**config.mk**
```make
export PLATFORM = sky130hd
export DESIGN_NAME = trng_health_monitor
export DESIGN_NICKNAME = d
export VERILOG_FILES = /design/src/rtl/trng_health_pkg.sv /design/src/rtl/apt_window_counter.sv /design/src/rtl/trng_health_monitor.sv
export SDC_FILE = /design/constraint.sdc
export NUM_CORES = 1
export LEC_CHECK = 0
export BUFFER_PORTS_ARGS = -buffer_cell sky130_fd_sc_hd__buf_2
export CORE_MARGIN = 2
export CORE_UTILIZATION = 40
export DETAILED_ROUTE_END_ITERATION = 8
export GPL_ROUTABILITY_DRIVEN = 0
export GPL_TIMING_DRIVEN = 0
export PLACE_DENSITY = 0.57
export REMOVE_ABC_BUFFERS = 1
export SLEW_MARGIN = 20
export SYNTH_ARGS = -nofsm -noshare
export SYNTH_HDL_FRONTEND = slang
export SYNTH_SLANG_ARGS = --single-unit
```
**constraint.sdc**
```tcl
create_clock -name clk -period 4.7 [get_ports clk]
set_clock_uncertainty 0.2 [all_clocks]
set_input_delay 0.94 -clock clk [delete_from_list [all_inputs] [get_ports clk]]
set_output_delay 0.94 -clock clk [all_outputs]
set_load 0.03 [all_outputs]
```
**src/rtl/trng_health_pkg.sv**
```systemverilog
// trng_health_pkg: shared state type and counter-width helper for the TRNG health monitor
package trng_health_pkg;
  typedef enum logic [1:0] {STARTUP, RUN, ALARM} health_state_e;
  function automatic int cnt_w(input int n);
    return $clog2(n + 1);
  endfunction
endpackage

```
**src/rtl/apt_window_counter.sv**
```systemverilog
// apt_window_counter: adaptive proportion test window with reference capture and match count
module apt_window_counter
  import trng_health_pkg::*;
#(
  parameter int APT_WINDOW = 1024,
  parameter int APT_CUTOFF = 600
) (
  input  logic clk,
  input  logic rst_i,
  input  logic clr_i,
  input  logic bit_i,
  input  logic valid_i,
  output logic window_done_o,
  output logic window_fail_o
);
  localparam int CW = cnt_w(APT_WINDOW);
  logic ref_q, ref_d;
  logic [CW-1:0] cnt_q, cnt_d, idx_q, idx_d, cnt_m;
  logic first_s, last_s;
  always_comb begin
    first_s = idx_q == '0;
    last_s = idx_q == CW'(APT_WINDOW - 1);
    cnt_m = cnt_q + CW'(bit_i == ref_q);
    window_done_o = valid_i && !clr_i && last_s;
    window_fail_o = window_done_o && cnt_m >= CW'(APT_CUTOFF);
    ref_d = valid_i && first_s ? bit_i : ref_q;
    cnt_d = clr_i || window_done_o ? '0 : !valid_i ? cnt_q : first_s ? CW'(1) : cnt_m;
    idx_d = clr_i || window_done_o ? '0 : valid_i ? idx_q + CW'(1) : idx_q;
  end
  always_ff @(posedge clk) begin
    if (rst_i) begin
      ref_q <= 1'b0;
      cnt_q <= '0;
      idx_q <= '0;
    end else begin
      ref_q <= ref_d;
      cnt_q <= cnt_d;
      idx_q <= idx_d;
    end
  end
endmodule

```
**src/rtl/trng_health_monitor.sv**
```systemverilog
// trng_health_monitor: RCT/APT health tests with startup qualification and sticky alarm
module trng_health_monitor
  import trng_health_pkg::*;
#(
  parameter int RCT_CUTOFF      = 32,
  parameter int APT_WINDOW      = 1024,
  parameter int APT_CUTOFF      = 600,
  parameter int STARTUP_WINDOWS = 1,
  parameter int FAIL_THRESH     = 4
) (
  input  logic                               clk,
  input  logic                               rst_i,
  input  logic                               rnd_bit_i,
  input  logic                               bit_valid_i,
  input  logic                               alarm_clr_i,
  output logic                               rct_fail_o,
  output logic                               apt_fail_o,
  output logic                               window_done_o,
  output logic                               error_o,
  output logic                               startup_done_o,
  output logic                               alarm_o,
  output logic [$clog2(FAIL_THRESH+1)-1:0]   fail_cnt_o
);
  localparam int RW = cnt_w(RCT_CUTOFF);
  localparam int FW = cnt_w(FAIL_THRESH);
  localparam int SW = cnt_w(STARTUP_WINDOWS);
  health_state_e state_q, state_d;
  logic [RW-1:0] run_q, run_d;
  logic [FW-1:0] fail_q, fail_d, fail_sat;
  logic [SW-1:0] clean_q, clean_d;
  logic [FW:0] fail_sum;
  logic [1:0] n_ev;
  logic last_q, last_d, rct_win_q, rct_win_d;
  logic clr, take, rct_ev, win_done, win_fail, clean;
  logic rct_fail_q, apt_fail_q, done_q, run_st_q, alarm_q;
  apt_window_counter #(
    .APT_WINDOW(APT_WINDOW),
    .APT_CUTOFF(APT_CUTOFF)
  ) u_apt (
    .clk          (clk),
    .rst_i        (rst_i),
    .clr_i        (clr),
    .bit_i        (rnd_bit_i),
    .valid_i      (bit_valid_i),
    .window_done_o(win_done),
    .window_fail_o(win_fail)
  );
  always_comb begin
    clr = alarm_clr_i && state_q == ALARM;
    take = bit_valid_i && !clr;
    run_d = clr ? '0 : !take ? run_q : (run_q == '0 || rnd_bit_i != last_q) ? RW'(1) :
            run_q == RW'(RCT_CUTOFF) ? run_q : run_q + RW'(1);
    last_d = take ? rnd_bit_i : last_q;
    rct_ev = take && run_d == RW'(RCT_CUTOFF) && run_q != RW'(RCT_CUTOFF);
    rct_win_d = clr || win_done ? 1'b0 : rct_win_q | rct_ev;
    clean = win_done && !win_fail && !rct_win_q && !rct_ev;
    n_ev = {1'b0, rct_ev} + {1'b0, win_fail};
    fail_sum = (FW+1)'(fail_q) + (FW+1)'(n_ev);
    fail_sat = fail_sum >= (FW+1)'(FAIL_THRESH) ? FW'(FAIL_THRESH) : fail_sum[FW-1:0];
    state_d = state_q;
    fail_d = fail_q;
    clean_d = clean_q;
    if (clr) begin
      state_d = STARTUP;
      fail_d = '0;
      clean_d = '0;
    end else if (n_ev != 2'd0) begin
      fail_d = fail_sat;
      clean_d = state_q == STARTUP ? '0 : clean_q;
      state_d = fail_sat == FW'(FAIL_THRESH) ? ALARM : state_q;
    end else if (clean && state_q == RUN) begin
      fail_d = '0;
    end else if (clean && state_q == STARTUP) begin
      state_d = clean_q == SW'(STARTUP_WINDOWS - 1) ? RUN : STARTUP;
      fail_d = clean_q == SW'(STARTUP_WINDOWS - 1) ? '0 : fail_q;
      clean_d = clean_q == SW'(STARTUP_WINDOWS - 1) ? '0 : clean_q + SW'(1);
    end
  end
  always_ff @(posedge clk) begin
    if (rst_i) begin
      state_q <= STARTUP;
      run_q <= '0;
      last_q <= 1'b0;
      rct_win_q <= 1'b0;
      fail_q <= '0;
      clean_q <= '0;
      rct_fail_q <= 1'b0;
      apt_fail_q <= 1'b0;
      done_q <= 1'b0;
      run_st_q <= 1'b0;
      alarm_q <= 1'b0;
    end else begin
      state_q <= state_d;
      run_q <= run_d;
      last_q <= last_d;
      rct_win_q <= rct_win_d;
      fail_q <= fail_d;
      clean_q <= clean_d;
      rct_fail_q <= run_d == RW'(RCT_CUTOFF);
      apt_fail_q <= win_fail;
      done_q <= win_done;
      run_st_q <= state_d == RUN;
      alarm_q <= state_d == ALARM;
    end
  end
  assign rct_fail_o = rct_fail_q;
  assign apt_fail_o = apt_fail_q;
  assign window_done_o = done_q;
  assign error_o = rct_fail_q | apt_fail_q;
  assign startup_done_o = run_st_q;
  assign alarm_o = alarm_q;
  assign fail_cnt_o = fail_q;
endmodule

```
==> impl_metrics.ini <==
[route]
drt-wirelength-per-cell_um = 13.7
drt-total-wl_um = 4970
vias_per_cell = 5.50
route.detailed.drc = 0
vias = 1990
first_pass_iters = 4
drt_iter0_markers = 63
postRouteAntennaNets = 0

[cts]
htreeDepth = 2
cts_hold_buf = 0
path_clk_slew_ps = 90
clock_path_buffers = 2
numCtsBuffers = 5
cts_tree = yes
cts-root-buf = clkbuf_8
clk_latency_ps = 300
cts.sinks = 41

[final_layout]
final_cells = 362
nets = 305
diodes = 0
syn_to_final_growth_pct = 11.1
fillers = 593
drive_gt1_share_pct = 14.1
postLayoutCoreUtil_pct = 46.1

[timing]
hold_viol_final = 0
max-slew-margin-rel_pct = 62.7
final_max_slew_viol_count = 0
rsz0062_at_grt = no
fmax_mhz = 229
period_share_pct = 92.9
setup_violations = 0
post-route-min-period_ps = 4370
tightest_slew_ps = 558

[synthesis]
synth_edf_count = 0
synth_top_area_share_pct = 35.7
ys.flop_type = dfxtp_1
muxShareOfSynthArea_pct = 0.435
synth.yosys.seq_area_share_pct = 35.7
synth_seq_cells = 41
synth_area_leader_cell = dfxtp_1
yosys.cell_types.count = 55
synthXorXnorAreaFrac_pct = 6.10
synth_top_family_by_area = simple AND/OR/NAND/NOR gates
synth_simple_gate_area_share_pct = 29.9
netlist_top_cells_area = dfxtp_1 (36%), nor2_1 (6.2%), ha_1 (5.4%)
netlist_area_um2 = 2300
synth_area_per_cell_um2 = 8.30
syn_inst = 277
async_reset_ff_share_pct = 0
synth_fa_ha_area_share_pct = 6.31
synth_most_common_cell = dfxtp_1
synth_compound_area_share_pct = 17.7
synth_common_cells = dfxtp_1 (41), nor2_1 (38), nand2_1 (18), a21oi_1 (16), o21ai_0 (16)
yosysWarnings = 0

[min_path]
hp-class = register to register

[setup_path]
cp-end-kind = register
timing_worst_setup_path_type = input port to register
worst-path-max-fanout = 6
crit_required_ps = 4700
start_kind = input port
worstPathArrival_ps = 4370

[floorplanning]
die_y_um = 79.8
die_w_um = 79.8
die_area_um2 = 6370
start_util_pct = 41.5
rows = 27
ios = 14
core_area_um2 = 5540

[placed_design]
dp_cells = 353
io_buffers = 13
dp_hpwl_um = 3430

[grt]
grt_pass1_wl_um = 8470
grt_max_degree = 32
gr-total-overflow = 0
antenna_found_initial = 0
first_global_vias = 1826
grtUsageTotal_pct = 16.6

[job]
cap_viol_max_count = 0

[run_status]
status = completed

[pwr]
cellLeakagePower_nw = 0.998
peakVddDrop_mv = 0.149
power-per-cell-area_nw_per_um2 = 253
-- state kept, by name, summed over array words and instances, names as in the netlist --
register / count
rct_win_q: 1
window_done_o: 1
alarm_o: 1
u_apt.cnt_q: 11
rct_fail_o: 1
state_q: 2
u_apt.ref_q: 1
startup_done_o: 1
u_apt.idx_q: 11
last_q: 1
fail_cnt_o: 3
run_q: 6
apt_fail_o: 1
-- worst paths after layout --
path                                               start                         end  slack, ps  cells after the start
worst min-delay path            u_apt.ref_q$_SDFFE_PP0P_    u_apt.ref_q$_SDFFE_PP0P_        280                      2
worst max register to register       run_q[0]$_SDFF_PP0_  fail_cnt_o[0]$_SDFFE_PP0P_        750                     15
worst min register to register  u_apt.ref_q$_SDFFE_PP0P_    u_apt.ref_q$_SDFFE_PP0P_        280                      2
worst max-delay path                           rnd_bit_i  fail_cnt_o[0]$_SDFFE_PP0P_        330                     17
-- logic make-up (layout without fill, tap and decap cells) --
| family | Yosys count | count (layout) |
|---|---|---|
| buffers and inverters | 23 | 36 |
| multiplexers | 1 | 1 |
| AND/OR/NAND/NOR | 124 | 124 |
| AO/OA/AOI/OAI | 61 | 61 |
| adder cells (fa/ha/maj) | 11 | 11 |
| flip-flops | 41 | 41 |
| XOR/XNOR | 16 | 16 |
-- what timing repair did --
item                       in CTS  in global routing
gates cloned                    0                  0
setup buffers                   1                  0
setup endpoints to repair       4                  7
resized for setup               0                  8
pin swaps                       1                  0
-- where the power goes --
group | total [mW] | internal [mW] | switching (mW)
Combinational | 0.0570 | 0.0191 | 0.0380
Clock | 0.232 | 0.103 | 0.130
Sequential | 0.357 | 0.352 | 0.00504
-- area by class of cell --
class | instances | area [µm²] | share of cell area, %
Clock inverter | 3 | 17.5 | 0.686
Timing Repair Buffer | 15 | 90.1 | 3.53
Multi-Input combinational cell | 213 | 1410 | 55.4
Tap cell | 72 | 90.1 | 3.53
Inverter | 13 | 52.6 | 2.06
Sequential cell | 41 | 821 | 32.1
Clock buffer | 5 | 68.8 | 2.69
-- through the flow --
stage                     setup TNS, ps  power (mW)  hold WS (ps)  area, µm²  worst slack [ps]
after floorplan                       0       0.401           243       2260               362
after global placement            -1720       0.420           258       2410              -346
after detailed placement          -1820       0.422           264       2430              -355
after CTS                             0       0.657           276       2530             0.528
after global routing                  0       0.682           297       2550              70.4
final                                 0       0.646           276       2550               333
-- placed cells by master (no fill, tap or decap), types with 3 or more instances in the layout --
cell / instances
nor3_1: 10
nor4_1: 6
a211oi_1: 3
o21ai_0: 13
and3_1: 10
nand2b_1: 3
dfxtp_1: 41
clkbuf_8: 5
ha_1: 10
nor2_1: 38
inv_1: 12
a22oi_1: 4
o211ai_1: 4
a21oi_1: 16
a31oi_1: 4
nand2_1: 18
xnor2_1: 9
xor2_1: 7
nand3_1: 6
buf_2: 12
nand4_1: 8
-- layer usage --
layer | GRT usage (%) | routed length [µm] | part of all wire, % | up-vias
li1 | - | - | - | 1032
met1 | 22.3 | 2540 | 51 | 930
met2 | 26.6 | 2250 | 45 | 21
met3 | 3.51 | 120 | 2.4 | 7
met4 | 5.25 | 56 | 1.1 | 0
met5 | 0 | 0 | 0 | -
-- critical path, stage by stage --
cell,delay [ps]
buf_2,140
xnor2_1,180
ha_1,230
ha_1,260
nand4_1,140
or2_2,350
nor3_2,240
o31ai_4,100
nand2b_1,140
nand3_1,80
ha_1,320
ha_1,210
fa_1,400
nand3_1,110
o21ai_2,80
nor3b_2,170
a22o_1,240
No activity file was read; power rests on OpenSTA's default activity.
